File: config.mk
export PLATFORM = sky130hd
export DESIGN_NAME = arbiter_rr_locked
export DESIGN_NICKNAME = d
export VERILOG_FILES = /design/src/rtl/arbiter_pkg.sv /design/src/rtl/arbitration_logic_rr.sv /design/src/rtl/arbiter_rr_locked.sv
export SDC_FILE = /design/constraint.sdc
export NUM_CORES = 1
export LEC_CHECK = 0
export CAP_MARGIN = 10
export CORE_ASPECT_RATIO = 1.1
export CORE_MARGIN = 2
export CORE_UTILIZATION = 30
export CTS_BUF_LIST = sky130_fd_sc_hd__clkbuf_4 sky130_fd_sc_hd__clkbuf_8
export DETAILED_ROUTE_END_ITERATION = 8
export DONT_BUFFER_PORTS = 1
export PLACE_DENSITY_LB_ADDON = 0.05
export SYNTH_ARGS = -nofsm -noshare
export SYNTH_HDL_FRONTEND = slang
export SYNTH_HIERARCHICAL = 1
export SYNTH_SLANG_ARGS = --single-unit
File: constraint.sdc
create_clock -name clk -period 2.6 [get_ports clk]
set_clock_uncertainty 0.1 [all_clocks]
set_input_delay 0.13 -clock clk [delete_from_list [all_inputs] [get_ports clk]]
set_output_delay 0.13 -clock clk [all_outputs]
set_load 0.1 [all_outputs]
File: src/rtl/arbiter_pkg.sv
// Shared types and helpers for the stream arbiters.
// Holds the index-width rule and the lock FSM encoding.
package arbiter_pkg;

  function automatic int idw(input int n);
    return (n > 1) ? $clog2(n) : 1;
  endfunction

  typedef enum logic {
    ARB_IDLE,
    ARB_LOCKED
  } arb_state_t;

endpackage

File: src/rtl/arbitration_logic_rr.sv
// Round-robin one-hot grant from a request vector and start pointer.
// Wrap-around comes free from searching a doubled request vector.
module arbitration_logic_rr
  import arbiter_pkg::*;
#(
  parameter int N   = 2,
  parameter int IDW = idw(N)
) (
  input  logic [N-1:0]   req,
  input  logic [IDW-1:0] ptr,
  output logic [N-1:0]   grant
);

  localparam logic [2*N-1:0] ONE = (2*N)'(1);

  logic [2*N-1:0] dbl;
  logic [2*N-1:0] mask;
  logic [2*N-1:0] masked;
  logic [2*N-1:0] first;

  // Mask off bits below ptr, isolate lowest set bit, fold halves.
  always_comb begin
    dbl    = {req, req};
    mask   = ~((ONE << ptr) - ONE);
    masked = dbl & mask;
    first  = masked & (~masked + ONE);
    grant  = first[N-1:0] | first[2*N-1:N];
  end

endmodule

File: src/rtl/arbiter_rr_locked.sv
// Round-robin stream arbiter with packet locking and registered output.
// A winner keeps the port until its last beat when LOCK is set.
module arbiter_rr_locked
  import arbiter_pkg::*;
#(
  parameter int DWIDTH = 8,
  parameter int N      = 2,
  parameter int LOCK   = 1,
  parameter int IDW    = idw(N)
) (
  input  logic              clk,
  input  logic              rst,
  input  logic              in_valid [N-1:0],
  input  logic [DWIDTH-1:0] in_data  [N-1:0],
  input  logic              in_last  [N-1:0],
  output logic              in_ready [N-1:0],
  output logic              out_valid,
  output logic [DWIDTH-1:0] out_data,
  output logic              out_last,
  output logic [IDW-1:0]    out_src,
  input  logic              out_ready
);

  arb_state_t state;
  arb_state_t state_nx;

  logic [IDW-1:0]    rr_ptr;
  logic [IDW-1:0]    lock_id;
  logic [IDW-1:0]    sel;
  logic [IDW-1:0]    ptr_nx;
  logic [N-1:0]      req;
  logic [N-1:0]      rr_grant;
  logic [N-1:0]      grant;
  logic              load_en;
  logic              xfer;
  logic              sel_last;
  logic [DWIDTH-1:0] sel_data;

  // Flatten per-requester valids for the grant search.
  always_comb begin
    req = '0;
    for (int i = 0; i < N; i++) begin
      req[i] = in_valid[i];
    end
  end

  arbitration_logic_rr #(
    .N   (N),
    .IDW (IDW)
  ) u_rr (
    .req   (req),
    .ptr   (rr_ptr),
    .grant (rr_grant)
  );

  assign load_en = !out_valid || out_ready;

  // State register.
  always_ff @(posedge clk or posedge rst) begin
    if (rst) begin
      state <= ARB_IDLE;
    end else begin
      state <= state_nx;
    end
  end

  // Next state: lock on a non-last beat, release on the last one.
  always_comb begin
    state_nx = state;
    unique case (state)
      ARB_IDLE: begin
        if (xfer && (LOCK != 0) && !sel_last) begin
          state_nx = ARB_LOCKED;
        end
      end
      ARB_LOCKED: begin
        if (xfer && sel_last) begin
          state_nx = ARB_IDLE;
        end
      end
      default: state_nx = ARB_IDLE;
    endcase
  end

  // Grant output: round-robin pick when idle, owner only when locked.
  always_comb begin
    grant = '0;
    unique case (state)
      ARB_IDLE:   grant = rr_grant;
      ARB_LOCKED: grant[lock_id] = 1'b1;
      default:    grant = '0;
    endcase
  end

  // Ready fan-out and mux of the granted requester's beat.
  always_comb begin
    sel      = '0;
    sel_data = '0;
    sel_last = 1'b0;
    for (int i = 0; i < N; i++) begin
      in_ready[i] = !rst && load_en && grant[i];
      if (grant[i]) begin
        sel      = IDW'(i);
        sel_data = in_data[i];
        sel_last = in_last[i];
      end
    end
    xfer   = !rst && load_en && |(grant & req);
    ptr_nx = (sel == IDW'(N - 1)) ? '0 : sel + IDW'(1);
  end

  // Pointer advances past the winner once its packet ends.
  always_ff @(posedge clk or posedge rst) begin
    if (rst) begin
      rr_ptr  <= '0;
      lock_id <= '0;
    end else if (xfer) begin
      if (sel_last || (LOCK == 0)) begin
        rr_ptr <= ptr_nx;
      end
      if (state == ARB_IDLE) begin
        lock_id <= sel;
      end
    end
  end

  // Output register: refill whenever empty or being drained.
  always_ff @(posedge clk or posedge rst) begin
    if (rst) begin
      out_valid <= 1'b0;
      out_data  <= '0;
      out_last  <= 1'b0;
      out_src   <= '0;
    end else if (load_en) begin
      out_valid <= xfer;
      if (xfer) begin
        out_data <= sel_data;
        out_last <= sel_last;
        out_src  <= sel;
      end
    end
  end

endmodule

==> metrics.csv <==
stage,metric,value,unit
run_status,status,completed,
drt,Iter 0 DRT Violations,42,
critical_path,"slowest stage delay, CP",0.37,ns
die,chip height,56.69,microns
clocking,postcts setup bufs,0,
drt,vias per cell,4.943,
drt,residual DRC count,0,
drt,met2 routed WL,992,microns
yosys,number of synthesized flops with an enable pin,0,
yosys,Yosys top cell area share,0.4628,
sta,RSZ-0062 raised after global routing,no,
critical_path,Critical Path Sink Type,register,
global_route,first-pass GRT wire length,3187,microns
yosys,Yosys cell types,27,
yosys,leading area contributor after synthesis,dfrtp_1,
critical_path,WS Path Type,register to register,
placed_design,dpl hpwl,1418,microns
critical_path,crit start category,register,
sta,endpoints failing setup,0,
yosys,syn nets,98,
yosys,Netlist Area Pre-Place,757.0,sq um
sta,"Hold Vio Cnt, Final",0,
die,Die X-Extent,51.90,microns
die,initial core utilization,0.3091,
final_layout,ant diodes,0,
yosys,synthesized flop and latch total,14,
final_layout,Sequential Area,350.3,sq um
critical_path,"Data arrival, critical path",2.27,ns
clocking,Bufs on Longest Clock Path,2,
hold_path,Hold WC Path Type,primary input to register,
yosys,post-synthesis sequential area ratio,0.4628,
yosys,"FFs w/ async S/R, synth",1.000,
die,Core ar.,2449,sq um
clocking,CTS hold repair buffers,19,
clocking,clk_lat worst skew,0.28,ns
die,# rows,19,
yosys,"top cells by area, synth","dfrtp_1 46%, a222oi_1 11%, a21oi_1 6.6%",
final_layout,nets,134,
final_layout,# fillers,254,
yosys,predominant post-synthesis flop cell,dfrtp_1,
clocking,CTS H-tree depth,1,
sta,Slew Limit Fails,0,
drt,WL per Instance,14.02,microns
critical_path,CP required,2.67,ns
drt,vias,697,
global_route,initial antenna violation count,0,
global_route,vias in the first global route,665,
placed_design,port bufs,0,
drt,"antenna viol nets, final",0,
hold_path,Hold EP,rr_ptr,
final_layout,Multi-input gate area,334.1,sq um
yosys,Syn Inst Count,75,
sta,period utilisation layout,0.8467,
drt,met1 WL,825,microns
final_layout,"Core Util, Final",0.4599,
clocking,clock sinks,14,
clocking,CTS Root Buffer Type,clkbuf_4,
sta,Max Freq,0.4543,GHz
drt,drt first pass iters,5,
yosys,Post-synth top cells,"14 x dfrtp_1, 13 x inv_1, 10 x a21oi_1",
global_route,largest net degree at the start of global routing,17,
clocking,PostCTS Resize Cnt,0,
drt,Routed WL,1977,microns
sta,fin crit period,2.201,ns
drt,Top Metal Used,met4,
critical_path,CP Cell Sequence,"inv_1, a21boi_1, mux2_2, nand4_1, and2_1, mux2_4",
yosys,Syn Area/Cell,10.09,sq um
critical_path,reg2reg path depth,6,
critical_path,R2R Path Start,rr_ptr,
clocking,CTS clock-pin slew for the worst setup and hold paths,0.09,ns
critical_path,Crit Path Max Fanout,12,
sta,Worst-Margin Slew,0.5835,ns
clocking,CTS tree,done,
critical_path,Slowest cell on crit path,dfrtp_1,
final_layout,Layout area overhead,48.76,%
run,Max Cap Viol,0,
global_route,gr ovfl total,0,
yosys,Synth Warn #,6,
placed_design,GPL Wtd Cong,0.6811,
clocking,CTS buffer count,3,
critical_path,R2R Setup Slk,0.40,ns
hold_path,Hold Startpoint,in_last[0],
sta,final setup TNS,0,ns
final_layout,share of cells above drive strength 1,0.2455,
global_route,GRT Overall Usage,0.1447,
die,Die ar.,2942,sq um
yosys,"count leader, synth",dfrtp_1,
sta,WHS,0.1256,ns
hold_path,worst hold path stage count,3,
drt,Met3 Wirelength,143,microns
sta,Slew Limit Headroom,0.6084,
die,I/O pin count,36,
[registers in the layout (all words and copies together), names as in the netlist, named ones only]
signal	cells
out_data	8
out_src	1
out_last	1
lock_id	1
out_valid	1
rr_ptr	1
[per-stage QoR]
| step | cell area, sq um | std cells | worst slack (ns) |
|---|---|---|---|
| after floorplan | 762.0 | 75 | 0.04710 |
| after global placement | 899.6 | 118 | 0.4325 |
| after detailed placement | 899.6 | 118 | 0.3957 |
| after CTS | 1126 | 141 | 0.3730 |
| after global routing | 1126 | 141 | 0.1579 |
| final | 1126 | 141 | 0.3986 |
[layout by cell type (no fill, tap or decap), drive strengths merged, types with 3 or more instances in the layout]
| cell | count |
|---|---|
| a21oi | 11 |
| buf | 17 |
| a222oi | 8 |
| dlygate4sd3 | 19 |
| inv | 13 |
| mux2 | 3 |
| clkbuf | 4 |
| dfrtp | 14 |
| nand2b | 3 |
[critical path: cells and delay by family (launching register included)]
family	cells	cell delay, ns
buf+inv	1	0.04
mux	2	0.67
simple gates	2	0.64
compound gates	1	0.26
flops	1	0.37
[worst max-delay path by stage]
stage / from / end / cells past startpoint
after global routing: rr_ptr / out_data[0] / 7
final: rr_ptr / register / 6
after CTS: rr_ptr / register / 6
after global placement: rr_ptr / out_data[6] / 6
after floorplan: out_valid / in_ready[0] / 2
after detailed placement: rr_ptr / register / 6
[metal layers]
metal	track usage	vias up
met5	0	-
met4	0.05639	0
met3	0.03191	2
met2	0.2260	26
met1	0.1916	330
li1	-	339
[cell families (layout without fill, tap and decap cells)]
group / Yosys count / count (layout) / share of synthesized area
multiplexers: 4 / 4 / 0.06280
flip-flops: 14 / 14 / 0.4628
buffers and inverters: 18 / 53 / 0.1124
AND/OR/NAND/NOR: 13 / 13 / 0.1091
AO/OA/AOI/OAI: 26 / 26 / 0.2529
[cell type report]
| cell class | count | share of cell area |
|---|---|---|
| timing repair buffer | 36 | 0.2822 |
| sequential | 14 | 0.3111 |
| tap | 31 | 0.03444 |
| clock buffer | 4 | 0.03222 |
| multi-input combinational | 43 | 0.2967 |
| inverter | 13 | 0.04333 |
Power is not shown: default switching activity piles up to over one toggle a cycle in this logic, so the estimate is an artifact.
